File: src/rtl/dac_sample_feeder_if.sv
// Producer-side write handshake for dac_sample_feeder.
// A word {wr_pd, wr_data} transfers on a clock where wr_valid & wr_ready.
interface dac_sample_feeder_if;
  logic [11:0] wr_data;
  logic [1:0]  wr_pd;
  logic        wr_valid;
  logic        wr_ready;

  modport master (
    output wr_data,
    output wr_pd,
    output wr_valid,
    input  wr_ready
  );

  modport slave (
    input  wr_data,
    input  wr_pd,
    input  wr_valid,
    output wr_ready
  );
endinterface

File: src/rtl/dac_sample_feeder.sv
// dac_sample_feeder: sample FIFO and frame pacing ahead of the DACx311 serial driver.
// The driver's data/pd inputs change only on the edge where dac_ready is seen, so they stay
// stable for the whole serial frame that follows.
// Optional feature: define DAC_SAMPLE_FEEDER_RAMP_EN to add the 'ramp' test-pattern input.
module dac_sample_feeder #(
  parameter int unsigned DEPTH_LOG2 = 4
) (
  input  logic                  clk,
  input  logic                  reset,
  dac_sample_feeder_if.slave    wr,
  input  logic                  enable,
  input  logic                  flush,
  input  logic                  clr_stats,
  input  logic                  dac_ready,
`ifdef DAC_SAMPLE_FEEDER_RAMP_EN
  input  logic                  ramp,
`endif
  output logic [11:0]           dac_data,
  output logic [1:0]            dac_pd,
  output logic [DEPTH_LOG2:0]   level,
  output logic [15:0]           underflow_cnt,
  output logic                  primed
);

  localparam int unsigned DEPTH = 1 << DEPTH_LOG2;
  localparam logic [DEPTH_LOG2-1:0] PTR_ONE = 1;
  localparam logic [DEPTH_LOG2:0]   LVL_ONE = 1;
  localparam logic [DEPTH_LOG2:0]   LVL_FULL = DEPTH[DEPTH_LOG2:0];

  localparam logic [0:0] ST_IDLE = 1'b0;
  localparam logic [0:0] ST_RUN  = 1'b1;

  logic [13:0]           mem [DEPTH];
  logic [DEPTH_LOG2-1:0] wr_ptr;
  logic [DEPTH_LOG2-1:0] rd_ptr;
  logic [0:0]            state;

  logic full;
  logic empty;
  logic ramp_active;
  logic flush_eff;
  logic wr_fire;
  logic pop;
  logic underflow;
  logic ramp_step;

  // Decode this cycle's FIFO and pacing events.
  always_comb begin
    full        = (level == LVL_FULL);
    empty       = (level == '0);
`ifdef DAC_SAMPLE_FEEDER_RAMP_EN
    ramp_active = ramp & enable;
`else
    ramp_active = 1'b0;
`endif
    // While ramping the FIFO is left alone, so flush is ignored too.
    flush_eff   = flush & ~ramp_active;
    wr_fire     = wr.wr_valid & ~full & ~flush_eff;
    pop         = dac_ready & enable & ~empty & ~flush_eff & ~ramp_active;
    underflow   = dac_ready & enable & empty & ~flush_eff & ~ramp_active;
    ramp_step   = dac_ready & ramp_active;
  end

  assign wr.wr_ready = ~full;
  assign primed      = (state == ST_RUN);

  // Sample storage; contents need no reset because level gates every read.
  always_ff @(posedge clk) begin
    if (wr_fire) begin
      mem[wr_ptr] <= {wr.wr_pd, wr.wr_data};
    end
  end

  // Pointers and occupancy.
  always_ff @(posedge clk) begin
    if (!reset) begin
      wr_ptr <= '0;
      rd_ptr <= '0;
      level  <= '0;
    end else if (flush_eff) begin
      wr_ptr <= '0;
      rd_ptr <= '0;
      level  <= '0;
    end else begin
      if (wr_fire) begin
        wr_ptr <= wr_ptr + PTR_ONE;
      end
      if (pop) begin
        rd_ptr <= rd_ptr + PTR_ONE;
      end
      case ({wr_fire, pop})
        2'b10:   level <= level + LVL_ONE;
        2'b01:   level <= level - LVL_ONE;
        default: level <= level;
      endcase
    end
  end

  // Driver-facing outputs and IDLE/RUN state; only reset returns to IDLE.
  always_ff @(posedge clk) begin
    if (!reset) begin
      dac_data <= 12'd0;
      dac_pd   <= 2'b11;
      state    <= ST_IDLE;
    end else if (ramp_step) begin
      dac_data <= dac_data + 12'd1;
      dac_pd   <= 2'b00;
      state    <= ST_RUN;
    end else if (pop) begin
      {dac_pd, dac_data} <= mem[rd_ptr];
      state              <= ST_RUN;
    end
  end

  // Saturating underflow counter; a clear beats a same-cycle underflow.
  always_ff @(posedge clk) begin
    if (!reset) begin
      underflow_cnt <= 16'd0;
    end else if (clr_stats) begin
      underflow_cnt <= 16'd0;
    end else if (underflow && underflow_cnt != 16'hFFFF) begin
      underflow_cnt <= underflow_cnt + 16'd1;
    end
  end

endmodule

File: src/flat_wrapper.sv
// flat-port wrapper written by rule: the top's interface ports become plain ports
module dac_sample_feeder_flat 
#(
  parameter int unsigned DEPTH_LOG2 = 4
)
  (clk, reset, enable, flush, clr_stats, dac_ready, dac_data, dac_pd, level, underflow_cnt, primed, wr_wr_data, wr_wr_pd, wr_wr_valid, wr_wr_ready);
  dac_sample_feeder_if wr_i ();
  input  logic clk;
  input  logic reset;
  input  logic enable;
  input  logic flush;
  input  logic clr_stats;
  input  logic dac_ready;
  output logic [11:0] dac_data;
  output logic [1:0] dac_pd;
  output logic [DEPTH_LOG2:0] level;
  output logic [15:0] underflow_cnt;
  output logic primed;
  input wire logic [$bits(wr_i.wr_data)-1:0] wr_wr_data;
  input wire logic [$bits(wr_i.wr_pd)-1:0] wr_wr_pd;
  input wire logic [$bits(wr_i.wr_valid)-1:0] wr_wr_valid;
  output wire logic [$bits(wr_i.wr_ready)-1:0] wr_wr_ready;
  assign wr_i.wr_data = wr_wr_data;
  assign wr_i.wr_pd = wr_wr_pd;
  assign wr_i.wr_valid = wr_wr_valid;
  assign wr_wr_ready = wr_i.wr_ready;
  dac_sample_feeder #(.DEPTH_LOG2(DEPTH_LOG2)) u_core (.clk(clk), .reset(reset), .wr(wr_i), .enable(enable), .flush(flush), .clr_stats(clr_stats), .dac_ready(dac_ready), .dac_data(dac_data), .dac_pd(dac_pd), .level(level), .underflow_cnt(underflow_cnt), .primed(primed));
endmodule
File: config.mk
export PLATFORM = sky130hd
export DESIGN_NAME = dac_sample_feeder_flat
export DESIGN_NICKNAME = d
export VERILOG_FILES = /design/src/rtl/dac_sample_feeder_if.sv /design/src/rtl/dac_sample_feeder.sv /design/src/flat_wrapper.sv
export SDC_FILE = /design/constraint.sdc
export NUM_CORES = 1
export LEC_CHECK = 0
export CAP_MARGIN = 25
export CORE_MARGIN = 2
export CORE_UTILIZATION = 58
export CTS_CLUSTER_SIZE = 20
export DETAILED_ROUTE_END_ITERATION = 10
export GPL_TIMING_DRIVEN = 0
export PLACE_DENSITY = 0.78
export RECOVER_POWER = 25
export SLEW_MARGIN = 15
export SYNTH_ARGS = -nofsm -noshare
export SYNTH_HDL_FRONTEND = slang
export SYNTH_SLANG_ARGS = --single-unit
File: constraint.sdc
create_clock -name clk -period 8 [get_ports clk]
set_clock_uncertainty 0.15 [all_clocks]
set_input_delay 0.8 -clock clk [delete_from_list [all_inputs] [get_ports clk]]
set_output_delay 0.8 -clock clk [all_outputs]
set_load 0.005 [all_outputs]
==> results.tsv <==
stage	metric	value	unit
logic_synthesis	synth.avg_cell_area	16.40	um2
pwr	vdd.ir_drop.worst	0.1941	mV
timing	fin_tns_setup	0	ns
clocking	cts_setup_buffers	0	
global_routing	grt_pass1_wl	35.46	mm
clocking	path_clk_slew	0.06	ns
logic_synthesis	netlist_area	10550	um2
timing	finalHoldViolCount	0	
timing	fmax	0.2266	GHz
placed_design	hpwl	15.01	mm
clocking	clockBufferDepth	3	
logic_synthesis	postSynthCellCount	643	
floorplan	die_x	138.8	um
worst_setup_path	reg2reg_depth	12	
worst_setup_path	crit_arrival	4.65	ns
finish	nets	770	
worst_setup_path	r2r_start	u_core.level[0]	
worst_setup_path	endpoint	u_core.level[4]	
floorplan	num_rows	49	
logic_synthesis	synth_flop_cell	edfxtp_1	
global_routing	grt_usage	24.08	%
run	max-cap-violations	0	
timing	maxSlewHeadroom	34.55	%
logic_synthesis	ys_seq_area_share	72.13	%
worst_setup_path	cpMaxStageDelayCell	nor4_1	
pwr	p_leak	3.919	nW
worst_setup_path	cp-end-kind	flip-flop	
global_routing	grt-ovfl-total	0	
clocking	cts.htree.levels	1	
worst_setup_path	start_kind	flip-flop	
worst_setup_path	timing.rr.end	u_core.level[4]	
logic_synthesis	syn_nets	675	
detailed_routing	postRouteAntennaNets	0	
timing	final_max_slew_viol_count	0	
clocking	insertion_delay	0.51	ns
clocking	cts_sinks	268	
timing	tightest_slew	0.9807	ns
clocking	ctsHoldBuffers	0	
logic_synthesis	yosysWarnings	0	
worst_setup_path	critPathLaunch	u_core.level[0]	
detailed_routing	routed_wl	23.30	mm
logic_synthesis	yosysUniqueCellTypes	46	
clocking	cts_buffers	26	
worst_setup_path	cp.required	8.24	ns
clocking	cts_tree	done	
placed_design	place_congestion	0.8211	
timing	period_share	55.16	%
logic_synthesis	ys_ff_latch	268	
floorplan	io_pins	58	
timing	min_period	4.413	ns
floorplan	die_area	19280	um2
worst_setup_path	regToRegSetupSlack	3.59	ns
finish	fillerInstances	1126	
logic_synthesis	synth_edf_count	224	
placed_design	io_buffers	57	
detailed_routing	vias_per_cell	6.273	
detailed_routing	vias	6185	
worst_setup_path	critical_path_class	reg -> reg	
finish	drive_above_1_share	14.27	%
global_routing	grt_pass1_vias	6251	
floorplan	core_area	17900	um2
floorplan	die_height	138.8	um
timing	holdWs	0.3256	ns
global_routing	grt_antenna_before_repair	0	
finish	fin_area	12470	um2
detailed_routing	drt_iter0_markers	571	
pwr	power.density	228.5	nW/um2
finish	diodes	0	
detailed_routing	drt-pass1-iter-count	4	
timing	rsz0062_at_grt	false	
outcome	status	completed	
clocking	ctsResizeCount	0	
hold_path	worstHoldPathType	reg -> reg	
finish	area.growth.synth_to_final	18.21	%
detailed_routing	wl_per_cell	23.63	um
clocking	cts-root-buf	clkbuf_16	
logic_synthesis	synth-async-reset-ratio	0	%
placed_design	post_dp_cell_area	11550	um2
floorplan	start_util	58.91	%
worst_setup_path	crit_chain	nor4_1 -> a21o_1 -> clkbuf_1 -> clkinv_1 -> clkbuf_1 -> ha_1 -> ha_1 -> nor2b_1 -> o21ai_0 -> nor4b_1 -> or3_1 -> a21oi_1	
worst_setup_path	critPathMaxStageDelay	0.57	ns
timing	setup_violations	0	
detailed_routing	drc	0	
global_routing	grt_max_degree	17	
worst_setup_path	cp_max_fo	10	
worst max-delay path, delay by kind of cell, from the launching register on:
family,cells,cell delay [ns]
buf+inv,3,1.30
simple gates,4,1.28
flops,1,0.36
compound gates,3,0.47
fa+ha+maj,2,0.73
where the power goes:
| part | total [W] | switching, W | internal (W) | leakage (nW) |
|---|---|---|---|---|
| sequential | 0.00152 | 0.00000302 | 0.00152 | 2.37 |
| clock | 0.00127 | 0.000496 | 0.000773 | 0.434 |
| combinational | 0.0000605 | 0.0000390 | 0.0000214 | 1.11 |
cells by family after synthesis:
family,share of synthesized area (%)
xor gates and xnor gates,1.080
and+or+nand+nor,6.217
buffers and inverters,1.697
muxes,11.58
DFF,72.13
adders and majority gates,1.376
AOI/OAI and AO/OA,5.920
layer usage:
layer | up-vias | part of all wire [%] | global-route usage, %
li1 | 2726 | - | -
met1 | 3103 | 39 | 32.13
met5 | - | 0 | 0
met4 | 0 | 3.6 | 9.516
met2 | 303 | 50 | 40.60
met3 | 53 | 7.6 | 3.488
stage by stage:
stage	instances	power (W)	util, %	setup WS [ns]
global placement	929	0.001604	63.70	3.390
floorplan	643	0.001571	-	4.622
finish	986	0.002849	69.64	3.587
CTS	985	0.002861	69.58	3.709
global route	986	0.002917	69.64	3.324
detailed placement	938	0.001610	64.54	3.290
how the worst min path moves through the flow:
| stage | to | start | slack (ns) | depth (start not counted) |
|---|---|---|---|---|
| after floorplan | u_core.dac_pd[0] | u_core.dac_pd[0] | 0.31 | 2 |
| after global placement | u_core.primed | u_core.primed | 0.30 | 1 |
| after detailed placement | u_core.primed | u_core.primed | 0.31 | 1 |
| after CTS | u_core.primed | u_core.primed | 0.33 | 1 |
| after global routing | u_core.primed | u_core.primed | 0.35 | 1 |
| final | u_core.primed | u_core.primed | 0.33 | 1 |
layout by cell type (no fill, tap or decap), drive strengths merged, types with 3 or more instances in the layout:
master,n
nand3,5
dfxtp,44
nand2b,7
mux4,32
a22oi,12
clkinv,7
nand3b,4
nand4,3
nor2b,4
a21oi,26
a211oi,4
nand2,23
xnor2,6
nor3,19
dlygate4sd3,10
bufinv,4
clkdlybuf4s50,47
inv,10
mux2i,50
or3,4
and3,3
o22ai,26
and4,3
nor2,34
clkbuf,59
edfxtp,224
nor4,6
a31o,3
ha,10
o21ai,18
o211ai,3
and2,3
buf,20
xor2,7
sequential cells by signal, summed over array words and instances, names as in the netlist:
name and flops:
u_core.wr_ptr 4, u_core.dac_data 12, u_core.dac_pd 2, u_core.underflow_cnt 16, u_core.rd_ptr 4, u_core.primed 1
u_core.mem 224, u_core.level 5
cells in the mapped netlist (5+ instances only):
| library cell | instances | area share [%] |
|---|---|---|
| edfxtp_1 | 224 | 64 |
| mux2i_1 | 50 | 4.7 |
| dfxtp_1 | 44 | 8.4 |
| nor2_1 | 34 | 1.2 |
| mux4_2 | 32 | 6.8 |
| a21oi_1 | 26 | 1.2 |
| o22ai_1 | 26 | 1.5 |
| clkbuf_1 | 24 | 0.85 |
| nand2_1 | 23 | 0.82 |
| nor3_1 | 19 | 0.90 |
| o21ai_0 | 18 | 0.85 |
| a22oi_1 | 12 | 0.85 |
| ha_1 | 10 | 1.2 |
| inv_1 | 10 | 0.36 |
| buf_1 | 7 | 0.25 |
| nand2b_1 | 7 | 0.42 |
| xor2_1 | 7 | 0.58 |
| xnor2_1 | 6 | 0.50 |
| nand3_1 | 5 | 0.24 |
final cells by class:
cell class / count / area (um2) / share of cell area [%]
Buffer: 34 / 137.6 / 1.104
Clock buffer: 35 / 735.7 / 5.901
Clock inverter: 12 / 165.2 / 1.325
Inverter: 11 / 41.29 / 0.3312
Multi-Input combinational cell: 330 / 2810 / 22.54
Sequential cell: 268 / 7607 / 61.02
Tap cell: 229 / 286.5 / 2.298
Timing Repair Buffer: 67 / 683.2 / 5.480
Power figures use the tool's default switching activity.
